`config.mk`:
```
export PLATFORM = sky130hd
export DESIGN_NAME = mux_scan_sequencer
export DESIGN_NICKNAME = d
export VERILOG_FILES = /design/src/rtl/mux_scan_sequencer_pkg.sv /design/src/rtl/mux_scan_sequencer_rate_divider.sv /design/src/rtl/mux_scan_sequencer.sv
export SDC_FILE = /design/constraint.sdc
export NUM_CORES = 1
export LEC_CHECK = 0
export BUFFER_PORTS_ARGS = -buffer_cell sky130_fd_sc_hd__buf_2
export CORE_MARGIN = 2
export CORE_UTILIZATION = 35
export DETAILED_ROUTE_END_ITERATION = 12
export GPL_TIMING_DRIVEN = 0
export HOLD_SLACK_MARGIN = 0.08
export PLACE_DENSITY = 0.61
export SLEW_MARGIN = 20
export SYNTH_ARGS = -nofsm -noshare
export SYNTH_HDL_FRONTEND = slang
export SYNTH_SLANG_ARGS = --single-unit
```
`constraint.sdc`:
```
create_clock -name clock -period 3.6 [get_ports clock]
set_input_delay 0.18 -clock clock [delete_from_list [all_inputs] [get_ports clock]]
set_output_delay 0.18 -clock clock [all_outputs]
set_load 0.02 [all_outputs]
```
`src/rtl/mux_scan_sequencer_pkg.sv`:
```
// Shared definitions for the mux scan sequencer: channel count, select width
// and the controller state encoding.
package mux_scan_sequencer_pkg;

    localparam int NUM_CH = 7;
    localparam int SEL_W  = 3;

    // Highest legal channel select; the scan wraps or finishes after it
    localparam logic [SEL_W-1:0] LAST_CH = SEL_W'(NUM_CH - 1);

    typedef enum logic [1:0] {
        IDLE = 2'd0,
        SCAN = 2'd1,
        DONE = 2'd2
    } state_t;

    // Step to the following channel select
    function automatic logic [SEL_W-1:0] next_channel(input logic [SEL_W-1:0] ch);
        return ch + SEL_W'(1);
    endfunction

endpackage

```
`src/rtl/mux_scan_sequencer_rate_divider.sv`:
```
// Dwell-time down-counter: reloads to DIV-1 whenever a channel is entered and
// flags expiry once it has counted down to zero.
module rate_divider #(
    parameter int DIV = 4
) (
    input  logic clock,
    input  logic reset,
    input  logic reload,
    output logic expire
);

    localparam logic [15:0] RELOAD_VAL = 16'(DIV - 1);

    logic [15:0] count;

    // Reload on channel entry, otherwise count down and park at zero
    always_ff @(posedge clock) begin
        if (reset) begin
            count <= 16'd0;
        end else if (reload) begin
            count <= RELOAD_VAL;
        end else if (count != 16'd0) begin
            count <= count - 16'd1;
        end
    end

    assign expire = (count == 16'd0);

endmodule

```
`src/rtl/mux_scan_sequencer.sv`:
```
// Steps a downstream 7:1 mux through channels 0..6, holding each for DIV
// cycles, with an optional continuous-loop mode and a held pattern register.
module mux_scan_sequencer
    import mux_scan_sequencer_pkg::*;
#(
    parameter int DIV     = 4,
    parameter bit LOOP_EN = 1'b0
) (
    input  logic             clock,
    input  logic             reset,
    input  logic             load,
    input  logic [6:0]       pattern_in,
    input  logic             start,
    input  logic             loop,
    output logic [6:0]       pattern,
    output logic [SEL_W-1:0] func,
    output logic             chan_start,
    output logic             busy,
    output logic             done
);

    state_t           state;
    state_t           next_state;
    logic [SEL_W-1:0] next_func;
    logic [6:0]       next_pattern;
    logic             next_chan_start;
    logic             next_busy;
    logic             next_done;
    logic             reload;
    logic             expire;
    logic             restart_loop;

    rate_divider #(
        .DIV(DIV)
    ) u_rate_divider (
        .clock (clock),
        .reset (reset),
        .reload(reload),
        .expire(expire)
    );

    assign restart_loop = LOOP_EN && loop;

    // Next-state and next-output decode; outputs are registered below so
    // nothing combinational reaches the ports
    always_comb begin
        next_state      = state;
        next_func       = func;
        next_pattern    = pattern;
        next_chan_start = 1'b0;
        next_done       = 1'b0;
        reload          = 1'b0;

        if (load && (state != SCAN)) begin
            next_pattern = pattern_in;
        end

        case (state)
            IDLE: begin
                if (start) begin
                    next_state      = SCAN;
                    next_func       = '0;
                    next_chan_start = 1'b1;
                    reload          = 1'b1;
                end
            end
            SCAN: begin
                if (expire) begin
                    if (func != LAST_CH) begin
                        next_func       = next_channel(func);
                        next_chan_start = 1'b1;
                        reload          = 1'b1;
                    end else if (restart_loop) begin
                        next_func       = '0;
                        next_chan_start = 1'b1;
                        reload          = 1'b1;
                    end else begin
                        next_state = DONE;
                        next_done  = 1'b1;
                    end
                end
            end
            DONE: begin
                next_state = IDLE;
            end
            default: begin
                next_state = IDLE;
            end
        endcase

        next_busy = (next_state == SCAN);
    end

    // State and registered outputs; reset wins over load and start
    always_ff @(posedge clock) begin
        if (reset) begin
            state      <= IDLE;
            pattern    <= '0;
            func       <= '0;
            chan_start <= 1'b0;
            busy       <= 1'b0;
            done       <= 1'b0;
        end else begin
            state      <= next_state;
            pattern    <= next_pattern;
            func       <= next_func;
            chan_start <= next_chan_start;
            busy       <= next_busy;
            done       <= next_done;
        end
    end

endmodule

```
==> results of run 1 <==
[logic make-up (layout without fill, tap and decap cells)]
logic type / after synthesis / after routing / share of synthesized area, %
AO/OA/AOI/OAI: 49 / 49 / 20.4
adder cells (fa/ha/maj): 4 / 4 / 3.40
buffers and inverters: 13 / 42 / 4.68
flip-flops: 31 / 31 / 42.2
AND/OR/NAND/NOR: 70 / 70 / 29.3
[worst min path at each step]
stage | slack (ps) | to | start
global placement | 420 | u_rate_divider.count[1] | reset
floorplan | 250 | u_rate_divider.count[0] | reset
finish | 130 | u_rate_divider.count[1] | reset
detailed placement | 420 | u_rate_divider.count[1] | reset
global route | 130 | u_rate_divider.count[1] | reset
CTS | 110 | u_rate_divider.count[1] | reset
[state kept, by name (all words and copies together), names as in the netlist]
name                  count
busy                      1
chan_start                1
done                      1
func                      3
pattern                   7
state                     2
u_rate_divider.count     16
[layout make-up]
class	instances	area, um2
Buffer	8	50.0
Clock buffer	6	82.6
Clock inverter	1	5.00
Fill cell	416	2300
Inverter	5	18.8
Multi-Input combinational cell	123	781
Sequential cell	31	621
Tap cell	50	62.6
Timing Repair Buffer	22	110
[through the flow]
stage	instances	hold WS [ps]	power, mW	utilization, %
6_report	246	126	1.81	43.0
5_1_grt	246	134	1.97	43.0
4_1_cts	246	114	1.81	43.0
3_5_place_dp	239	419	1.53	40.8
3_3_place_gp	239	418	1.53	40.8
2_1_floorplan	167	252	1.31	-
[layer usage]
layer	wire [um]	GRT usage [%]	vias up	part of all wire, %
met5	0	0	-	0
met4	55	7.35	0	1.7
met3	129	4.71	7	4.1
met2	1380	21.9	29	44
met1	1600	20.3	621	50
li1	-	-	693	-
[power by group through the flow]
stage | logic, mW | clock network, mW | registers, mW
finish | 0.986 | 0.273 | 0.547
global route | 1.11 | 0.293 | 0.569
CTS | 0.982 | 0.282 | 0.547
detailed placement | 0.977 | 0 | 0.554
global placement | 0.978 | 0 | 0.553
floorplan | 0.768 | 0 | 0.545
[worst max-delay path, stage by stage (launching register included)]
cell and delay (ps):
sky130_fd_sc_hd__dfxtp_1 340, sky130_fd_sc_hd__inv_1 100, sky130_fd_sc_hd__ha_1 160, sky130_fd_sc_hd__nor3b_1 280
sky130_fd_sc_hd__nand4_2 290, sky130_fd_sc_hd__o21ai_1 430, sky130_fd_sc_hd__buf_2 320, sky130_fd_sc_hd__a21oi_1 80
[cells in the final DEF (no fill, tap or decap), types with 3 or more instances in the layout]
master / instances
sky130_fd_sc_hd__nand2b_1: 5
sky130_fd_sc_hd__buf_2: 23
sky130_fd_sc_hd__nand2_1: 11
sky130_fd_sc_hd__inv_1: 5
sky130_fd_sc_hd__a21oi_1: 26
sky130_fd_sc_hd__clkbuf_8: 6
sky130_fd_sc_hd__nor3_1: 3
sky130_fd_sc_hd__nand3_1: 10
sky130_fd_sc_hd__o21ai_0: 5
sky130_fd_sc_hd__or4_1: 10
sky130_fd_sc_hd__or3_1: 5
sky130_fd_sc_hd__o31ai_1: 7
sky130_fd_sc_hd__nor2_1: 7
sky130_fd_sc_hd__dfxtp_1: 31
sky130_fd_sc_hd__clkbuf_1: 4
sky130_fd_sc_hd__ha_1: 4
sky130_fd_sc_hd__a311oi_1: 3
sky130_fd_sc_hd__nor4_1: 3
==> run metrics, run 1 <==
part of the total power dissipated in sequential elements 30.3%; Synth Net Count 183; class of the most critical setup path reg -> reg; clock tree from TritonCTS yes; Yosys top cell area share 42.2%; clock tree root buffer cell sky130_fd_sc_hd__clkbuf_8; biggest area consumer among synthesized cells sky130_fd_sc_hd__dfxtp_1; CP Data Required Time about 3800 ps; clock insertion delay at the later pin of the skew report 280 ps; Clock Power Share 15.1%; number of clock buffers inserted by TritonCTS 5; fraction of final layout cells with drive strength greater than 1 a little over a fifth; FFs w/ async S/R, synth 0%; worst r2r dst u_rate_divider.count[5]; reg-to-reg startpoint u_rate_divider.count[0]; synth cell count leaders sky130_fd_sc_hd__dfxtp_1, sky130_fd_sc_hd__a21oi_1, sky130_fd_sc_hd__nand2_1, sky130_fd_sc_hd__nand3_1, sky130_fd_sc_hd__or4_1; actual transition at the worst max-transition pin 471 ps; final layout net count between 200 and 250; start point of the critical path u_rate_divider.count[0]; Hold Path Depth 2; crit end category register; global-route wire length before repair 5270 um; highest clock rate 471 MHz; post-route cell area roughly 1700 um2; number of DRC violations after detailed-routing iteration 0 101; ports placed on the boundary 25; cell area after placement between 1500 and 2000 um2; die width 68.8 um; crit path capture u_rate_divider.count[5]; placement-stage worst setup slack 1500 ps; sw frac between 40% and 50%; internal cell power between 0.9 and 1 mW; unrepaired setup endpoints after global routing no; largest net degree at the start of global routing 11; Distinct cells, synth 38; relative slew slack 68.5%; site row count 23; Max Transition Viols Final 0; 1st-pass router iterations 5; CP Data Arrival Time 2280 ps; core area roughly 4000 um2; count of maximum capacitance violations 0; routability congestion estimate roughly 0.8; die outline area 4730 um2; synthesized instance count about 170; PortBufs 22; via count of the first global-routing pass approximately 1200; Antenna Cells 0; final wirelength ~3200 um; top fanout value on the critical path 10; number of enable-type register cells in the synthesized netlist 0; synth top area cells sky130_fd_sc_hd__dfxtp_1, sky130_fd_sc_hd__a21oi_1, sky130_fd_sc_hd__or4_1; FF+latch count, synth 31; number of failing setup endpoints in the final timing report 0; initial antenna violation count 0; Remaining DRCs 0; buffers inserted during post-CTS setup optimization 0; nature of the critical path startpoint register; number of gates given a new drive strength after cts 0; final worst clock skew 8.93 ps; number of nets with antenna violations after routing 0; Avg Inst Size Synth a little under 9 um2; # clock sinks 31; result of the run complete, no violations; Main synth FF type sky130_fd_sc_hd__dfxtp_1; yosys warns 0; clock-pin slew of the registers on the worst-case setup and hold paths ~70 ps; final hold violations 0; setup_tns 0 ps; combined global-route utilization of all metal layers 15.1%; Clock Tree Buf Depth 2; static leakage between 0.6 and 0.7 nW; total via count after detailed routing 1350; area growth from synthesis to final layout 17.7%; crit share post-route 59.0%; hold crit path type in -> reg; Detail Placement HPWL 2240 um; die height 68.8 um; mean number of vias per cell 5.49; starting density of the core between 30% and 40%; H-Tree Level Count 2; cell area power density 1040 nW/um2; VDD IR max 0.000343 V; reg-to-reg setup timing slack 1480 ps; most common cell in the netlist sky130_fd_sc_hd__dfxtp_1; Syn Std Cell Area 1470 um2; hold buffer count at CTS 0; portion of total power attributed to combinational logic about 55%; Final min period 2120 ps; Wirelength per Cell 12.9 um; share of synthesized area occupied by flip-flops and latches 42.2%; reg2reg path depth 7; post-route setup slack 1480 ps; Switching Power between 0.8 and 0.9 mW; total congestion overflow after global routing 0
Power figures use the tool's default switching activity.
==> inputs of run 2 (changes only) <==
--- a/config.mk
+++ b/config.mk
@@ -11,7 +11,7 @@
 export DETAILED_ROUTE_END_ITERATION = 12
 export GPL_TIMING_DRIVEN = 0
 export HOLD_SLACK_MARGIN = 0.08
-export PLACE_DENSITY = 0.61
+export PLACE_DENSITY = 0.63
 export SLEW_MARGIN = 20
 export SYNTH_ARGS = -nofsm -noshare
 export SYNTH_HDL_FRONTEND = slang
==> constraint.sdc (replaced) <==
create_clock -name clock -period 1.87 [get_ports clock]
set_input_delay 0.0935 -clock clock [delete_from_list [all_inputs] [get_ports clock]]
set_output_delay 0.0935 -clock clock [all_outputs]
set_load 0.02 [all_outputs]
==> run metrics, run 2 (synthesized netlist as in run 1, its figures left out) <==
result of the run complete, no violations; WP buf/inv 2; setup_tns 0 ps; actual transition at the worst max-transition pin 487 ps; ports placed on the boundary 25; number of DRC violations after detailed-routing iteration 0 between 70 and 80; maximum single-stage delay on the critical path about 500 ps; combined global-route utilization of all metal layers between 10% and 20%; highest-count cells in the layout ignoring fill and taps sky130_fd_sc_hd__dfxtp_1, sky130_fd_sc_hd__a21oi_1, sky130_fd_sc_hd__buf_2; site row count 23; worst r2r dst u_rate_divider.count[12]; global-route wire length before repair roughly 5700 um; crit share post-route around 100%; chain of cells forming the critical path nor4_4 -> buf_4 -> o211ai_1 -> buf_4 -> or4_4 -> a21oi_2; initial antenna violation count 0; cell area power density 2250 nW/um2; number of flip-flops under the largest register name 16; Max Transition Viols Final 0; clock insertion delay at the later pin of the skew report approximately 280 ps; Hold Path Depth 3; internal cell power 2.68 mW; number of clock buffers inserted by TritonCTS 5; number of failing setup endpoints in the final timing report 0; via count of the first global-routing pass 1261; top register by number of flip-flops u_rate_divider.count; hold crit path type in -> reg; clock tree from TritonCTS yes; final worst clock skew between 7 and 8 ps; class of the most critical setup path reg -> reg; H-Tree Level Count 2; top fanout value on the critical path 7; PortBufs 22; Remaining DRCs 0; total via count after detailed routing 1430; VDD IR max 0.000689 V; clock tree root buffer cell sky130_fd_sc_hd__clkbuf_8; total congestion overflow after global routing 0; most repeated library cell on the critical path sky130_fd_sc_hd__buf_4; CP Data Required Time around 2100 ps; top flop regs u_rate_divider.count: 16 flops, pattern: 7 flops, func: 3 flops; die outline area 4730 um2; routability congestion estimate 0.714; Detail Placement HPWL 2350 um; # clock sinks 31; nature of the critical path startpoint register; die height 68.8 um; final wirelength around 3800 um; Clock Tree Buf Depth 2; core area 4030 um2; unrepaired setup endpoints after global routing yes; largest delay contributor family on the critical path simple AND/OR/NAND/NOR gates; Slowest-stage cell, CP sky130_fd_sc_hd__or4_4; Wirelength per Cell 14.3 um; static leakage 0.818 nW; Switching Power 1.90 mW; relative slew slack 67.5%; die width 68.8 um; hold path start load; Final Core Density 50.6%; final hold violations 0; final layout net count 229; 1st-pass router iterations 6; filler cell count in the final layout about 380; crit end category register; highest clock rate 535 MHz; count of maximum capacitance violations 0; clock-pin slew of the registers on the worst-case setup and hold paths 70 ps; part of the total power dissipated in sequential elements 25.0%; largest net degree at the start of global routing 11; portion of total power attributed to combinational logic about 60%; reg2reg path depth 6; reg-to-reg setup timing slack 2 ps; fraction of final layout cells with drive strength greater than 1 33.6%; CP Data Arrival Time 2080 ps; Clock Power Share 15.0%; number of nets with antenna violations after routing 0; mean number of vias per cell 5.42; Final min period about 1900 ps; worst hold path endpoint pattern[3]; sw frac 41.5%; Antenna Cells 0; most common cell after layout, fill and taps aside sky130_fd_sc_hd__dfxtp_1; reg-to-reg startpoint u_rate_divider.count[5]; starting density of the core 36.5%; area growth from synthesis to final layout 38.6%; Design Power 4.58 mW
-- run 2: cell count changes in the layout (fill, tap and decap cells not counted), moves of 3 or more --
cell                            previous run  this run
sky130_fd_sc_hd__dfxtp_2                   0         4
sky130_fd_sc_hd__buf_4                     1         9
sky130_fd_sc_hd__dfxtp_1                  31        26
sky130_fd_sc_hd__dlygate4sd3_1             0         8
sky130_fd_sc_hd__nor4_1                    3         0
-- run 2: repair_timing --
item | in CTS | in global routing
hold endpoints to repair | 9 | 0
hold buffers | 8 | 0
resized for setup | 6 | 25
setup buffers | 3 | 6
cloned | 0 | 1
setup endpoints to repair | 14 | 17
pin swaps | 1 | 7
-- run 2: layer usage --
layer / GRT usage, % / part of all wire, % / routed length [um] / vias to the layer above
met3: 5.52 / 3.5 / 134 / 2
met2: 26.3 / 48 / 1830 / 32
met4: 5.15 / 0.71 / 27 / 0
li1: - / - / - / 726
met5: 0 / 0 / 0 / -
met1: 20.8 / 47 / 1790 / 670
-- run 2: final cells by class --
type | count | area (um2) | area share (%)
buffer | 7 | 56.3 | 2.76
clock buffer | 6 | 82.6 | 4.05
clock inverter | 2 | 35.0 | 1.72
inverter | 5 | 18.8 | 0.921
multi-input combinational | 123 | 870 | 42.7
sequential | 31 | 629 | 30.9
tap | 50 | 62.6 | 3.07
timing repair buffer | 40 | 283 | 13.9
-- run 2: metrics by stage --
step | setup WS [ps] | std cells | cell area (um2) | hold slack [ps]
global route | -36.2 | 264 | 2040 | 223
finish | 1.75 | 264 | 2040 | 221
global placement | -217 | 239 | 1640 | 329
floorplan | 82.4 | 167 | 1470 | 166
detailed placement | -178 | 239 | 1640 | 324
CTS | 3.12 | 258 | 1890 | 205
-- run 2: how the worst max path moves through the flow --
stage,from,end,slack (ps),depth (start not counted)
2_1_floorplan,func[0],u_rate_divider.count[6],80,7
3_3_place_gp,u_rate_divider.count[0],u_rate_divider.count[6],-220,7
3_5_place_dp,u_rate_divider.count[0],u_rate_divider.count[7],-180,7
4_1_cts,func[0],u_rate_divider.count[11],3,7
5_1_grt,u_rate_divider.count[4],u_rate_divider.count[12],-40,5
6_report,u_rate_divider.count[5],u_rate_divider.count[12],2,6
-- run 2: tightest hold or removal path, delay by kind of cell --
family                 cells  cell delay (ps)
buffers and inverters      1              180
AND/OR/NAND/NOR            1              130
AO/OA/AOI/OAI              1               50
-- run 2: power groups by stage --
| stage | Combinational, mW | Sequential, mW | Clock, mW |
|---|---|---|---|
| after floorplan | 1.48 | 1.05 | 0 |
| after global placement | 1.86 | 1.07 | 0 |
| after detailed placement | 1.89 | 1.07 | 0 |
| after CTS | 2.07 | 1.06 | 0.699 |
| after global routing | 2.98 | 1.18 | 0.735 |
| final | 2.75 | 1.15 | 0.688 |
==> inputs of run 3 (changes only) <==
--- a/config.mk
+++ b/config.mk
@@ -15,4 +15,5 @@
 export SLEW_MARGIN = 20
 export SYNTH_ARGS = -nofsm -noshare
 export SYNTH_HDL_FRONTEND = slang
+export SYNTH_HIERARCHICAL = 1
 export SYNTH_SLANG_ARGS = --single-unit
==> run metrics, run 3 <==
final wirelength between 3000 and 4000 um; top register by number of flip-flops u_rate_divider/count; cell area power density 1900 nW/um2; mean number of vias per cell 5.39; Detail Placement HPWL 2270 um; count of maximum capacitance violations 0; setup_tns -4660 ps; synth top area cells sky130_fd_sc_hd__dfxtp_1, sky130_fd_sc_hd__mux2i_1, sky130_fd_sc_hd__nor4_1; Max Transition Viols Final 0; 1st-pass router iterations 4; CP Data Arrival Time 2390 ps; ports placed on the boundary 25; post-route setup slack -346 ps; clock tree from TritonCTS yes; Distinct cells, synth slightly above 40; total congestion overflow after global routing 0; number of nets with antenna violations after routing 0; clock insertion delay at the later pin of the skew report between 200 and 300 ps; number of enable-type register cells in the synthesized netlist 0; number of flip-flops under the largest register name 16; starting density of the core between 30% and 40%; H-Tree Level Count 2; PortBufs 23; largest net degree at the start of global routing 13; filler cell count in the final layout between 300 and 400; Synth Net Count 171; actual transition at the worst max-transition pin roughly 570 ps; Main synth FF type sky130_fd_sc_hd__dfxtp_1; synthesized instance count between 150 and 200; Avg Inst Size Synth 9.22 um2; global-route wire length before repair around 5600 um; Wirelength per Cell 13.6 um; final hold violations 0; Clock Tree Buf Depth 2; final layout net count 222; die height 68.1 um; core area 3970 um2; result of the run finished with violations; met1 routed wirelength after detailed routing approximately 1600 um; combined global-route utilization of all metal layers around 16%; relative slew slack ~61%; CP Data Required Time 2040 ps; Remaining DRCs 0; Final Core Density 51.0%; uppermost signal routing layer after detailed routing met4; FFs w/ async S/R, synth 0%; initial antenna violation count 0; unrepaired setup endpoints after global routing yes; met3 wirelength from detailed routing 108 um; crit share post-route 119%; most common cell after layout, fill and taps aside sky130_fd_sc_hd__dfxtp_1; die outline area 4640 um2; crit end category register; highest-count cells in the layout ignoring fill and taps sky130_fd_sc_hd__dfxtp_1, sky130_fd_sc_hd__buf_2, sky130_fd_sc_hd__buf_4; routed wire length on met2 about 1800 um; Design Power 3.86 mW; final worst clock skew 3.46 ps; top fanout value on the critical path 3; via count of the first global-routing pass 1258; site row count 23; fraction of final layout cells with drive strength greater than 1 37.5%; number of failing setup endpoints in the final timing report 21; hold crit path type in -> reg; Yosys top cell area share 43.1%; biggest area consumer among synthesized cells sky130_fd_sc_hd__dfxtp_1; # clock sinks 31; area growth from synthesis to final layout 40.9%; highest clock rate 451 MHz; clock tree root buffer cell sky130_fd_sc_hd__clkbuf_8; total via count after detailed routing approximately 1400; synth cell count leaders sky130_fd_sc_hd__dfxtp_1, sky130_fd_sc_hd__nor2_1, sky130_fd_sc_hd__a21oi_1, sky130_fd_sc_hd__nor4_1; class of the most critical setup path reg -> reg; die width 68.1 um; share of synthesized area occupied by flip-flops and latches 43.1%; top flop regs u_rate_divider/count: 16 flops, pattern: 7 flops, func: 3 flops; Antenna Cells 0; number of DRC violations after detailed-routing iteration 0 51; most common cell in the netlist sky130_fd_sc_hd__dfxtp_1; Final min period 2220 ps; violated checks negative setup slack; routability congestion estimate 0.719; static leakage 0.840 nW; FF+latch count, synth 31; VDD IR max 0.000648 V; Syn Std Cell Area 1440 um2; yosys warns 6; clock-pin slew of the registers on the worst-case setup and hold paths ~70 ps; nature of the critical path startpoint register; number of clock buffers inserted by TritonCTS 5
[run 3: repair_timing]
action,CTS,global route
hold buffers,6,0
buffers inserted,12,4
pin swaps,7,3
endpoints found under the setup margin,21,24
endpoints found under the hold margin,6,0
gates resized for setup,6,6
[run 3: metrics by stage]
| stage | hold WS (ps) | instances | setup slack, ps | instance area, um2 |
|---|---|---|---|---|
| 3_5_place_dp | 334 | 229 | -656 | 1690 |
| 2_1_floorplan | 155 | 156 | -434 | 1510 |
| 4_1_cts | 94.9 | 254 | -312 | 1980 |
| 3_3_place_gp | 325 | 229 | -634 | 1690 |
| 5_1_grt | 109 | 258 | -445 | 2030 |
| 6_report | 104 | 258 | -346 | 2030 |
[run 3: final timing paths]
kind	from	endpoint	slack [ps]	cells past startpoint
hold / removal	pattern_in[2]	pattern[2]	100	3
setup / recovery	u_rate_divider/count[1]	u_rate_divider/count[15]	-350	10
hold reg to reg	u_rate_divider/count[6]	u_rate_divider/count[6]	490	2
setup reg to reg	u_rate_divider/count[1]	u_rate_divider/count[15]	-350	10
[run 3: where the power goes]
group          leakage [nW]  switching [mW]  internal, mW
sequential            0.255           0.176         0.838
combinational         0.523            1.12          1.04
clock                0.0612           0.252         0.431
[run 3: cell families after synthesis]
| group | after synthesis | synth area share [%] |
|---|---|---|
| simple gates | 66 | 27.7 |
| compound gates | 33 | 15.6 |
| flops | 31 | 43.1 |
| buf+inv | 14 | 4.87 |
| mux | 8 | 5.57 |
| fa+ha+maj | 3 | 2.61 |
| xor+xnor | 1 | 0.609 |
[run 3: cell type report]
| type | count | area (um2) | share of cell area (%) |
|---|---|---|---|
| Buffer | 5 | 56.3 | 2.78 |
| Tap cell | 50 | 62.6 | 3.09 |
| Timing Repair Buffer | 45 | 299 | 14.8 |
| Clock buffer | 6 | 82.6 | 4.07 |
| Clock inverter | 2 | 35.0 | 1.73 |
| Inverter | 8 | 30.0 | 1.48 |
| Sequential cell | 31 | 628 | 31.0 |
| Multi-Input combinational cell | 111 | 833 | 41.1 |
[run 3: worst max-delay path, stage by stage, from the launching register on]
cell	delay [ps]
sky130_fd_sc_hd__dfxtp_2	330
sky130_fd_sc_hd__inv_2	60
sky130_fd_sc_hd__ha_4	130
sky130_fd_sc_hd__or3b_4	390
sky130_fd_sc_hd__nor4_4	370
sky130_fd_sc_hd__a31oi_4	150
sky130_fd_sc_hd__nor2_4	140
sky130_fd_sc_hd__or2_4	150
sky130_fd_sc_hd__clkbuf_16	130
sky130_fd_sc_hd__nor4_2	30
sky130_fd_sc_hd__a31o_2	220
[run 3: metal layers]
metal | GRT usage [%] | vias up
li1 | - | 692
met1 | 19.9 | 672
met2 | 26.7 | 23
met3 | 3.95 | 4
met4 | 7.50 | 0
met5 | 0 | -
